`config.mk`:
```
export PLATFORM = sky130hd
export DESIGN_NAME = route_req_queue
export DESIGN_NICKNAME = d
export VERILOG_FILES = /design/src/rtl/route_req_queue.sv
export SDC_FILE = /design/constraint.sdc
export NUM_CORES = 1
export LEC_CHECK = 0
export CORE_AREA = 2 2 110 112
export DETAILED_ROUTE_END_ITERATION = 7
export DIE_AREA = 0 0 112 114
export PLACE_DENSITY = 0.58
export REMOVE_ABC_BUFFERS = 1
export SLEW_MARGIN = 20
export SYNTH_ARGS = -nofsm -noshare
export SYNTH_HDL_FRONTEND = slang
export SYNTH_SLANG_ARGS = --single-unit
export TNS_END_PERCENT = 50
```
`constraint.sdc`:
```
create_clock -name clk -period 3.1 [get_ports clk]
set_input_delay 0.31 -clock clk [delete_from_list [all_inputs] [get_ports clk]]
set_output_delay 0.31 -clock clk [all_outputs]
set_load 0.01 [all_outputs]
```
`src/rtl/route_req_queue.sv`:
```
// route_req_queue: FIFO-buffered route request issuer for the 4-lane router.
// Requests are queued from the controller, presented one at a time on the
// router_* interface and reported back with a one-cycle done pulse.
// Optional request timeout: compile with `define ROUTE_REQ_TIMEOUT_EN.
//
// state | meaning
// IDLE  | queue empty, router_start_req low, router_* hold last request
// REQ   | head entry presented, router_start_req held until ack (or timeout)
// GAP   | one cycle with router_start_req low after a completion
module route_req_queue #(
    parameter int DEPTH   = 4,
    parameter int ADDR_W  = 10,
    parameter int DFX_W   = 2,
    parameter int TIMEOUT = 64
) (
    input  logic                   clk,
    input  logic                   rst,
    input  logic                   in_valid,
    output logic                   in_ready,
    input  logic [ADDR_W-1:0]      in_src_addr,
    input  logic [ADDR_W-1:0]      in_dst_addr,
    input  logic [DFX_W-1:0]       in_src_dfx,
    input  logic [DFX_W-1:0]       in_dst_dfx,
    output logic [ADDR_W-1:0]      router_scr_addr,
    output logic [ADDR_W-1:0]      router_dst_addr,
    output logic [DFX_W-1:0]       router_src_dfx,
    output logic [DFX_W-1:0]       router_dst_dfx,
    output logic                   router_start_req,
    input  logic                   router_ack,
    output logic                   done_valid,
    output logic                   done_timeout,
    output logic [$clog2(DEPTH):0] count
);
    localparam int PTR_W = $clog2(DEPTH);
    localparam int CNT_W = PTR_W + 1;
    localparam int E_W   = 2 * ADDR_W + 2 * DFX_W;

    typedef enum logic [1:0] {S_IDLE, S_REQ, S_GAP} state_t;

    logic [E_W-1:0]   mem_q [DEPTH];
    logic [E_W-1:0]   mem_d [DEPTH];
    logic [PTR_W-1:0] wr_ptr_q, wr_ptr_d;
    logic [PTR_W-1:0] rd_ptr_q, rd_ptr_d;
    logic [CNT_W-1:0] count_q, count_d;
    state_t           state_q, state_d;
    logic [E_W-1:0]   req_q, req_d;
    logic             start_q, start_d;
    logic             done_valid_q, done_valid_d;
    logic             push, pop;

`ifdef ROUTE_REQ_TIMEOUT_EN
    // Down-counter loaded on REQ entry; terminal count marks the TIMEOUT-th REQ cycle.
    localparam int TMR_W = $clog2(TIMEOUT) + 1;
    localparam logic [TMR_W-1:0] TMR_LOAD = TMR_W'(TIMEOUT - 1);
    logic [TMR_W-1:0] tmr_q, tmr_d;
    logic             done_timeout_q, done_timeout_d;
`else
    logic unused_timeout;
    assign unused_timeout = (TIMEOUT > 0);
`endif

    assign in_ready = (count_q < CNT_W'(DEPTH));
    assign push     = in_valid && in_ready;
    assign count    = count_q;

    assign {router_scr_addr, router_dst_addr, router_src_dfx, router_dst_dfx} = req_q;
    assign router_start_req = start_q;
    assign done_valid       = done_valid_q;
`ifdef ROUTE_REQ_TIMEOUT_EN
    assign done_timeout     = done_timeout_q;
`else
    assign done_timeout     = 1'b0;
`endif

    // FIFO storage, pointers and occupancy next state (pop driven by the FSM)
    always_comb begin
        mem_d    = mem_q;
        wr_ptr_d = wr_ptr_q;
        rd_ptr_d = rd_ptr_q;
        count_d  = count_q;
        if (push) begin
            mem_d[wr_ptr_q] = {in_src_addr, in_dst_addr, in_src_dfx, in_dst_dfx};
            wr_ptr_d        = wr_ptr_q + PTR_W'(1);
        end
        if (pop) begin
            rd_ptr_d = rd_ptr_q + PTR_W'(1);
        end
        case ({push, pop})
            2'b10:   count_d = count_q + CNT_W'(1);
            2'b01:   count_d = count_q - CNT_W'(1);
            default: count_d = count_q;
        endcase
    end

    // Request FSM next state; IDLE and GAP both issue the head when the queue is non-empty
    always_comb begin
        state_d      = state_q;
        req_d        = req_q;
        start_d      = start_q;
        done_valid_d = 1'b0;
        pop          = 1'b0;
`ifdef ROUTE_REQ_TIMEOUT_EN
        tmr_d          = tmr_q;
        done_timeout_d = 1'b0;
`endif
        case (state_q)
            S_IDLE, S_GAP: begin
                if (count_q != '0) begin
                    req_d   = mem_q[rd_ptr_q];
                    start_d = 1'b1;
                    state_d = S_REQ;
`ifdef ROUTE_REQ_TIMEOUT_EN
                    tmr_d   = TMR_LOAD;
`endif
                end else begin
                    start_d = 1'b0;
                    state_d = S_IDLE;
                end
            end
            S_REQ: begin
                if (router_ack) begin
                    pop          = 1'b1;
                    done_valid_d = 1'b1;
                    start_d      = 1'b0;
                    state_d      = S_GAP;
                end
`ifdef ROUTE_REQ_TIMEOUT_EN
                else if (tmr_q == '0) begin
                    pop            = 1'b1;
                    done_valid_d   = 1'b1;
                    done_timeout_d = 1'b1;
                    start_d        = 1'b0;
                    state_d        = S_GAP;
                end else begin
                    tmr_d = tmr_q - TMR_W'(1);
                end
`endif
            end
            default: begin
                start_d = 1'b0;
                state_d = S_IDLE;
            end
        endcase
    end

    // FIFO storage needs no reset: entries are only read when count is non-zero
    always_ff @(posedge clk) begin
        mem_q <= mem_d;
    end

    // Control registers with synchronous reset; reset drops any in-flight request silently
    always_ff @(posedge clk) begin
        if (rst) begin
            wr_ptr_q     <= '0;
            rd_ptr_q     <= '0;
            count_q      <= '0;
            state_q      <= S_IDLE;
            req_q        <= '0;
            start_q      <= 1'b0;
            done_valid_q <= 1'b0;
`ifdef ROUTE_REQ_TIMEOUT_EN
            tmr_q          <= '0;
            done_timeout_q <= 1'b0;
`endif
        end else begin
            wr_ptr_q     <= wr_ptr_d;
            rd_ptr_q     <= rd_ptr_d;
            count_q      <= count_d;
            state_q      <= state_d;
            req_q        <= req_d;
            start_q      <= start_d;
            done_valid_q <= done_valid_d;
`ifdef ROUTE_REQ_TIMEOUT_EN
            tmr_q          <= tmr_d;
            done_timeout_q <= done_timeout_d;
`endif
        end
    end

endmodule
```
# --- Yosys cells after proc, flatten, opt, wreduce, memory -nomap -nowiden ---
# Cells that the tools add are included.
# W data, S select, Z words.
word_totals:
  ff_bits: 131
  inputBits: 28
  output_inout_bits: 31
  word_cells: 48
op_classes:
  addsub: 4
  n_lt_le_gt_ge: 4
  eq_ne: 5
  muxes: 15
  bitwise_logic: 2
  reduce_logical: 7
ops:
  columns: ["operator", "n"]
  rows:
  - ["$bwmux W96", 1]
  - ["$mux W24", 3]
  - ["$bmux W24 S2", 1]
  - ["$demux W24 S2", 1]
  - ["$ge A3 B3 Y1 const B", 2]
  - ["$not A2 Y3", 2]
  - ["$pmux W3 S2", 1]
  - ["$mux W1", 5]
  - ["$add A2 B1 Y2 const B", 2]
  - ["$eq A2 B1 Y1 const B", 2]
  - ["$eq A2 B2 Y1 const B", 2]
  - ["$pmux W2 S2", 1]
  - ["$add A3 B1 Y3 const B", 1]
  - ["$lt A3 B1 Y1 const B", 1]
  - ["$lt A3 B3 Y1 const B", 1]
  - ["$reduce_bool A3 Y1", 1]
  - ["$sub A3 B1 Y3 const B", 1]
  - ["$logic_and A1 B1 Y1", 2]
  - ["$logic_not A2 Y1", 1]
  - ["$mux W2", 1]
  - ["$ne A2 B2 Y1 const B", 1]
  - ["$pmux W1 S2", 1]
  - ["$reduce_and A2 Y1", 1]
  - ["$reduce_bool A2 Y1", 1]
  - ["$reduce_or A2 Y1", 1]

# --- Logic depth before layout (Yosys ltp) ---
# Gate-level depths: netlist of run 1.
depth:
  depth_word: 6
  depth_mapped: 9
  mapped_depth_nobuf: 8

# --- Least setup slack after synthesis of run 1 ---
# OpenSTA, ideal clock, no wires.
synth_path:
  path_type: "register -> register"
  startpoint: "reg count_q[2], in the netlist count[2]"
  endpoint: "reg count_q[2], in the netlist count[2]"
  setup_time_ns: 0.071
  t_arrival_ns: 1.952
  t_required_ns: 3.029
  path_slack_ns: 1.077
  path_stages_with_launch: 10
  path_buffers: 1
  period_less_slack_ns: 2.023
  path_cell_list: "dfxtp_1 -> and2b_1 -> clkbuf_1 -> inv_1 -> ha_1 -> inv_1 -> fa_1 -> xor2_1 -> or3_1 -> a21oi_1"
synth_via:
  elab_chain_len: 4
  word_cells_on_any_way: 8
  cone_classes: "add/sub (2); order compare (1); eq/ne (2); mux (1); reduce/logical (2)"
synth_lines:
  columns: ["item", "line", "source"]
  rows:
  - ["start: declaration", "44", "logic [CNT_W-1:0] count_q, count_d;"]
  - ["start signal: assignment", "168", "count_q <= count_d;"]
  - ["$lt A3 B3 Y1", "62", "assign in_ready = (count_q < CNT_W'(DEPTH));"]
  - ["$logic_and A1 B1 Y1", "63", "assign push = in_valid && in_ready;"]
  - ["$eq A2 B1 Y1 or $eq A2 B2 Y1 (tied branches)", "88", "case ({push, pop})"]
  - ["$pmux W3 S2 or $reduce_bool A2 Y1 (tied branches)", null, null]
# Parallel ways exist; a longest one is shown, timed or not.
# A chain may end at the register's enable or synchronous reset.

# --- Worst setup path after layout of run 1 ---
# Same ends and word-level chain as after synthesis.

==> results of run 1 <==
==> where the power goes <==
part | internal, mW | switching (mW)
logic | 0.602 | 0.480
registers | 2.17 | 0.137
clock network | 1.26 | 0.674
total | 4.03 | 1.29
==> metrics by stage <==
stage	hold WS [ps]	util, %	cell area (um2)	total power [mW]	std cells
after floorplan	379.1	-	4691	2.905	230
after global placement	460.9	47.08	5514	3.433	443
after detailed placement	463.8	47.08	5514	3.446	443
after CTS	479.2	52.13	6105	5.392	475
after global routing	494.6	52.13	6105	5.573	475
final	474.7	52.13	6105	5.322	475
==> layer usage <==
| layer | share of wire [%] | up-vias |
|---|---|---|
| li1 | - | 1108 |
| met1 | 46 | 1172 |
| met2 | 49 | 42 |
| met3 | 3.7 | 11 |
| met4 | 1.2 | 0 |
| met5 | 0 | - |
==> path summary, 6_finish.rpt <==
kind                                             from                    end  slack [ps]  cells after the start
worst max-delay path            count[2]$_SDFFE_PP0P_  count[2]$_SDFFE_PP0P_        1030                      8
worst min-delay path            req_q[7]$_SDFFE_PP0P_  req_q[7]$_SDFFE_PP0P_         470                      1
worst max register to register  count[2]$_SDFFE_PP0P_  count[2]$_SDFFE_PP0P_        1030                      8
worst min register to register  req_q[7]$_SDFFE_PP0P_  req_q[7]$_SDFFE_PP0P_         470                      1
==> area by class of cell <==
class,count,area [um2]
inverters,10,37.54
flip-flops and latches,131,3585
clock buffers,23,488.0
fillers,993,5607
multi-input cells,89,1070
clock inverters,9,102.6
repair buffers,66,638.1
well taps,147,183.9
==> cell families after synthesis <==
kind of cell,after synthesis,synth area share [%]
multiplexers,25,11.47
other,1,0.07815
XOR/XNOR,5,0.9126
flip-flops,131,74.68
AND/OR/NAND/NOR,22,2.868
adder cells (fa/ha/maj),6,1.721
buffers and inverters,23,3.025
AO/OA/AOI/OAI,30,5.241
==> sequential cells by signal, indices dropped and copies added (netlist names) <==
| register | count |
|---|---|
| done_valid | 1 |
| state_q | 2 |
| req_q | 24 |
| wr_ptr_q | 2 |
| router_start_req | 1 |
| rd_ptr_q | 2 |
| count | 3 |
| mem_q | 96 |
==> cells in the final DEF, fill, tap and decap left out, types with 5 or more instances in the layout <==
cell	count
nor2_1	9
a22o_1	24
edfxtp_1	96
ha_1	5
clkbuf_16	17
buf_4	9
dfxtp_1	34
mux4_2	24
inv_1	10
clkdlybuf4s50_1	57
==> results_dict.tcl, run 1 <==
set metrics [dict create \
    status "finished, final reports clean" \
    grt_busiest_layer "met2" \
    cts_tree "built" \
    ys.flop_type "edfxtp_1" \
    routed_wl_um 8061 \
    drive_gt1_share_pct 20.73 \
    min_period_ps 2066 \
    netlist_instances 243 \
    dr.first_iter.drc_count 150 \
    grt_pass1_wl_um 12990 \
    gr-total-overflow 0 \
    synth_top_area_share_pct 60.08 \
    setup_viol 0 \
    avgSynthCellArea_um2 19.75 \
    drc_errors 0 \
    use_met1_pct 17.66 \
    required_ps 3420 \
    die_w_um 112 \
    hold_path_class "flip-flop to flip-flop" \
    power.leakage_nw 2.076 \
    critical-path-max-stage-delay_ps 410 \
    worst_slew_pin_slew_ps 742.4 \
    ant_nets 0 \
    syn_to_final_growth_pct 27.22 \
    yosysWarnings 0 \
    cts_resized 0 \
    antenna_cells 0 \
    skew_ps 7.834 \
    io_pins 59 \
    clk_latency_ps 400 \
    die_h_um 114 \
    worst-path-buf-inv 2 \
    holdBufCountCts 0 \
    htreeDepth 4 \
    yosysUniqueCellTypes 29 \
    fin_crit_sh_pct 66.65 \
    crit_family "simple AND/OR/NAND/NOR gates" \
    finalSetupTns_ps 0 \
    critPathMaxFanout 7 \
    final-hold-violation-count 0 \
    critPathCaptureType "flip-flop" \
    timing.final.ws_setup_ps 1034 \
    fp.dieArea_mm2 0.01277 \
    start_kind "flip-flop" \
    clock.fmax_ghz 0.4840 \
    drt-vias-per-instance 4.912 \
    cts_buffers 17 \
    ys_async_sr_fraction_pct 0 \
    row_count 40 \
    seq_area_frac_synth_pct 74.68 \
    clock_path_buffers 2 \
    slew_headroom_pct 50.40 \
    critPathSlowestCell "dfxtp_1" \
    cts_root_buf "clkbuf_16" \
    vias 2333 \
    cpMostUsedCell "inv_1" \
    track_usage_pct 13.80 \
    power_density_mw_per_mm2 871.8 \
    yosys-top-cells-area "edfxtp_1 (60%), dfxtp_1 (15%), mux4_2 (11%), a22o_1 (4.4%), buf_6 (1.6%)" \
    use_met3_pct 5.101 \
    dpl.hpwl_um 5031 \
    synth-seq-cells 131 \
    first_pass_iters 4 \
    synthTopCellsByCount "edfxtp_1 (96), dfxtp_1 (35), a22o_1 (24), mux4_2 (24), inv_1 (10)" \
    yosys.area.top_type "edfxtp_1" \
    layout.nets 349 \
    netlist_area_mm2 0.004798 \
    crit_type "flip-flop to flip-flop" \
    io_buffers 57 \
    rsz0062_at_grt "false" \
    core_area_mm2 0.01171 \
    synth_edf_count 96 \
    start_util_pct 40.97 \
    cts_setup_buffers 0 \
    clk_pin_slew_worst_paths_ps 50 \
    grt_pass1_vias 2432 \
    maxCapViolations 0 \
    cts.sinks 131 \
    gp_congestion 0.6696 \
    synth_most_common_cell "edfxtp_1" \
    path_cells "and2b_1 -> inv_1 -> ha_1 -> inv_1 -> fa_1 -> xor2_1 -> or3_1 -> a21oi_1" \
    dp_slack_ps 752.0 \
    wl_per_cell_um 16.97 \
    slew_viol_final 0 \
    cp.arrival_ps 2390 \
    antenna_found_initial 0 \
    max-vdd-ir-drop_uv 319.3 \
    grt_max_degree 25 \
    use_met2_pct 21.94 \
]
(Power assumes the default switching activity.)
==> run 2, diff against run 1 <==
Clock period 3.1 ns to 2 ns, I/O delays scaled along.
==> run 2 against run 1 <==
Global-route usage up 0.59 points. Die area unchanged. Wire length up 6.3%. Largest cell class unchanged. Largest power group unchanged. Highest routed layer unchanged.
==> results_dict.tcl, run 2 (synthesis gave the netlist of run 1 again) <==
set metrics [dict create \
    r2r_slack_ps 160 \
    multi_input_area_mm2 0.001070 \
    worst_hold_slack_ps 426.4 \
    required_ps 2350 \
    die_h_um 114 \
    status "finished, final reports clean" \
    drc_errors 0 \
    power_density_mw_per_mm2 1371 \
    cts_resized 0 \
    worst_slew_pin_slew_ps 809.4 \
    clk_pin_slew_worst_paths_ps 60 \
    hold_depth 1 \
    skew_ps 9.619 \
    crit_family "compound AO/OA/AOI/OAI gates" \
    timing.rr.start "count[2]$_SDFFE_PP0P_" \
    ant_nets 0 \
    cts_root_buf "clkbuf_16" \
    regArea_mm2 0.003585 \
    path_cells "buf_4 -> or3_4 -> a21oi_4 -> a22o_1" \
    fin_crit_sh_pct 92.23 \
    antenna_found_initial 0 \
    cts_setup_buffers 0 \
    power.leakage_nw 2.155 \
    critPathCaptureType "flip-flop" \
    dpl.hpwl_um 5218 \
    critPathMaxFanout 24 \
    power.total_mw 8.576 \
    grt_max_degree 25 \
    io_pins 59 \
    grt_pass1_vias 2478 \
    clk_latency_ps 410 \
    max-vdd-ir-drop_uv 662.6 \
    core_area_mm2 0.01171 \
    setup_viol 0 \
    fp.dieArea_mm2 0.01277 \
    maxCapViolations 0 \
    htreeDepth 4 \
    layout.nets 361 \
    n_fill_cell 998 \
    first_pass_iters 4 \
    die_w_um 112 \
    cts.sinks 131 \
    min_from "in_src_addr[8]" \
    gr-total-overflow 0 \
    holdBufCountCts 0 \
    cts_tree "built" \
    clock_path_buffers 2 \
    worst-path-buf-inv 1 \
    antenna_cells 0 \
    grt_pass1_wl_um 13120 \
    critical-path-max-stage-delay_ps 670 \
    routed_wl_um 8569 \
    drive_gt1_share_pct 23.53 \
    row_count 40 \
    hold_path_class "input port to flip-flop" \
    final-hold-violation-count 0 \
    r2r.worst_path.cells 4 \
    layout_common_cells "edfxtp_1 (96), clkdlybuf4s50_1 (57), dfxtp_1 (34)" \
    track_usage_pct 14.39 \
    dr.first_iter.drc_count 126 \
    syn_to_final_growth_pct 30.35 \
    start_kind "flip-flop" \
    cts_buffers 17 \
    rsz0062_at_grt "false" \
    drt-vias-per-instance 4.967 \
    slew_headroom_pct 45.92 \
    wl_per_cell_um 17.60 \
    io_buffers 57 \
    top_register "mem_q" \
    holdPathEnd "mem_q[22]$_DFFE_PP_" \
    largest_reg_flops 96 \
    start_util_pct 40.97 \
    crit_type "flip-flop to flip-flop" \
    slew_viol_final 0 \
    vias 2419 \
    min_period_ps 1845 \
    critPathSlowestCell "a21oi_4" \
    cp.arrival_ps 2200 \
    r2r_end "req_q[20]$_SDFFE_PP0P_" \
    gp_congestion 0.7432 \
    final_common_cell "edfxtp_1" \
    clock.fmax_ghz 0.5421 \
]
## run 2: cell count changes in the layout (fill, tap and decap cells not counted)
cell	previous run	this run
clkinv_1	0	2
buf_4	9	19
clkinv_4	0	3
clkbuf_8	4	1
clkbuf_1	2	0
clkinv_2	4	2
buf_12	0	2
bufinv_16	2	4
## run 2: layout make-up
| type | count | share of cell area [%] |
|---|---|---|
| clock buffers | 18 | 7.021 |
| clock inverters | 14 | 2.981 |
| inverters | 10 | 0.6001 |
| multi-input cells | 89 | 17.10 |
| flip-flops and latches | 131 | 57.31 |
| repair buffers | 78 | 12.04 |
| well taps | 147 | 2.941 |
## run 2: routing by layer
layer / vias up / GRT usage [%] / wire, um
li1: 1128 / - / -
met1: 1228 / 17.59 / 3812
met2: 52 / 23.15 / 4300
met3: 11 / 5.526 / 344
met4: 0 / 6.098 / 112
met5: - / 0 / 0
## run 2: how the worst max path moves through the flow
stage                             startpoint                      to  slack, ps  depth (start not counted)
finish                 count[2]$_SDFFE_PP0P_  req_q[20]$_SDFFE_PP0P_        160                          4
floorplan           rd_ptr_q[0]$_SDFFE_PP0P_  req_q[22]$_SDFFE_PP0P_       -160                          2
global route         state_q[1]$_SDFFE_PP0P_   count[2]$_SDFFE_PP0P_         40                          8
detailed placement                router_ack   count[2]$_SDFFE_PP0P_       -140                          9
CTS                    count[2]$_SDFFE_PP0P_  req_q[20]$_SDFFE_PP0P_        110                          4
global placement                  router_ack   count[2]$_SDFFE_PP0P_        -70                          9
## run 2: per-stage QoR
step / utilization [%] / setup TNS, ps / setup slack, ps / cells / area, um2
final: 53.41 / 0 / 155.4 / 487 / 6255
after global routing: 53.41 / 0 / 43.69 / 487 / 6255
after CTS: 53.41 / 0 / 114.8 / 487 / 6255
after detailed placement: 48.07 / -137.0 / -137.0 / 455 / 5629
after global placement: 48.07 / -68.60 / -68.60 / 455 / 5629
after floorplan: - / -2596 / -156.2 / 230 / 4691
## run 2: where the power goes
group	leakage (nW)	internal, mW	switching [mW]	total [mW]
Combinational	0.690	1.00	0.782	1.78
Sequential	1.17	3.36	0.213	3.57
Clock	0.297	2.11	1.12	3.22
## run 2: worst reg2reg max path: stages, from the launching register on
cell and delay [ps]:
dfxtp_1 300, buf_4 140, or3_4 410, a21oi_4 670, a22o_1 260
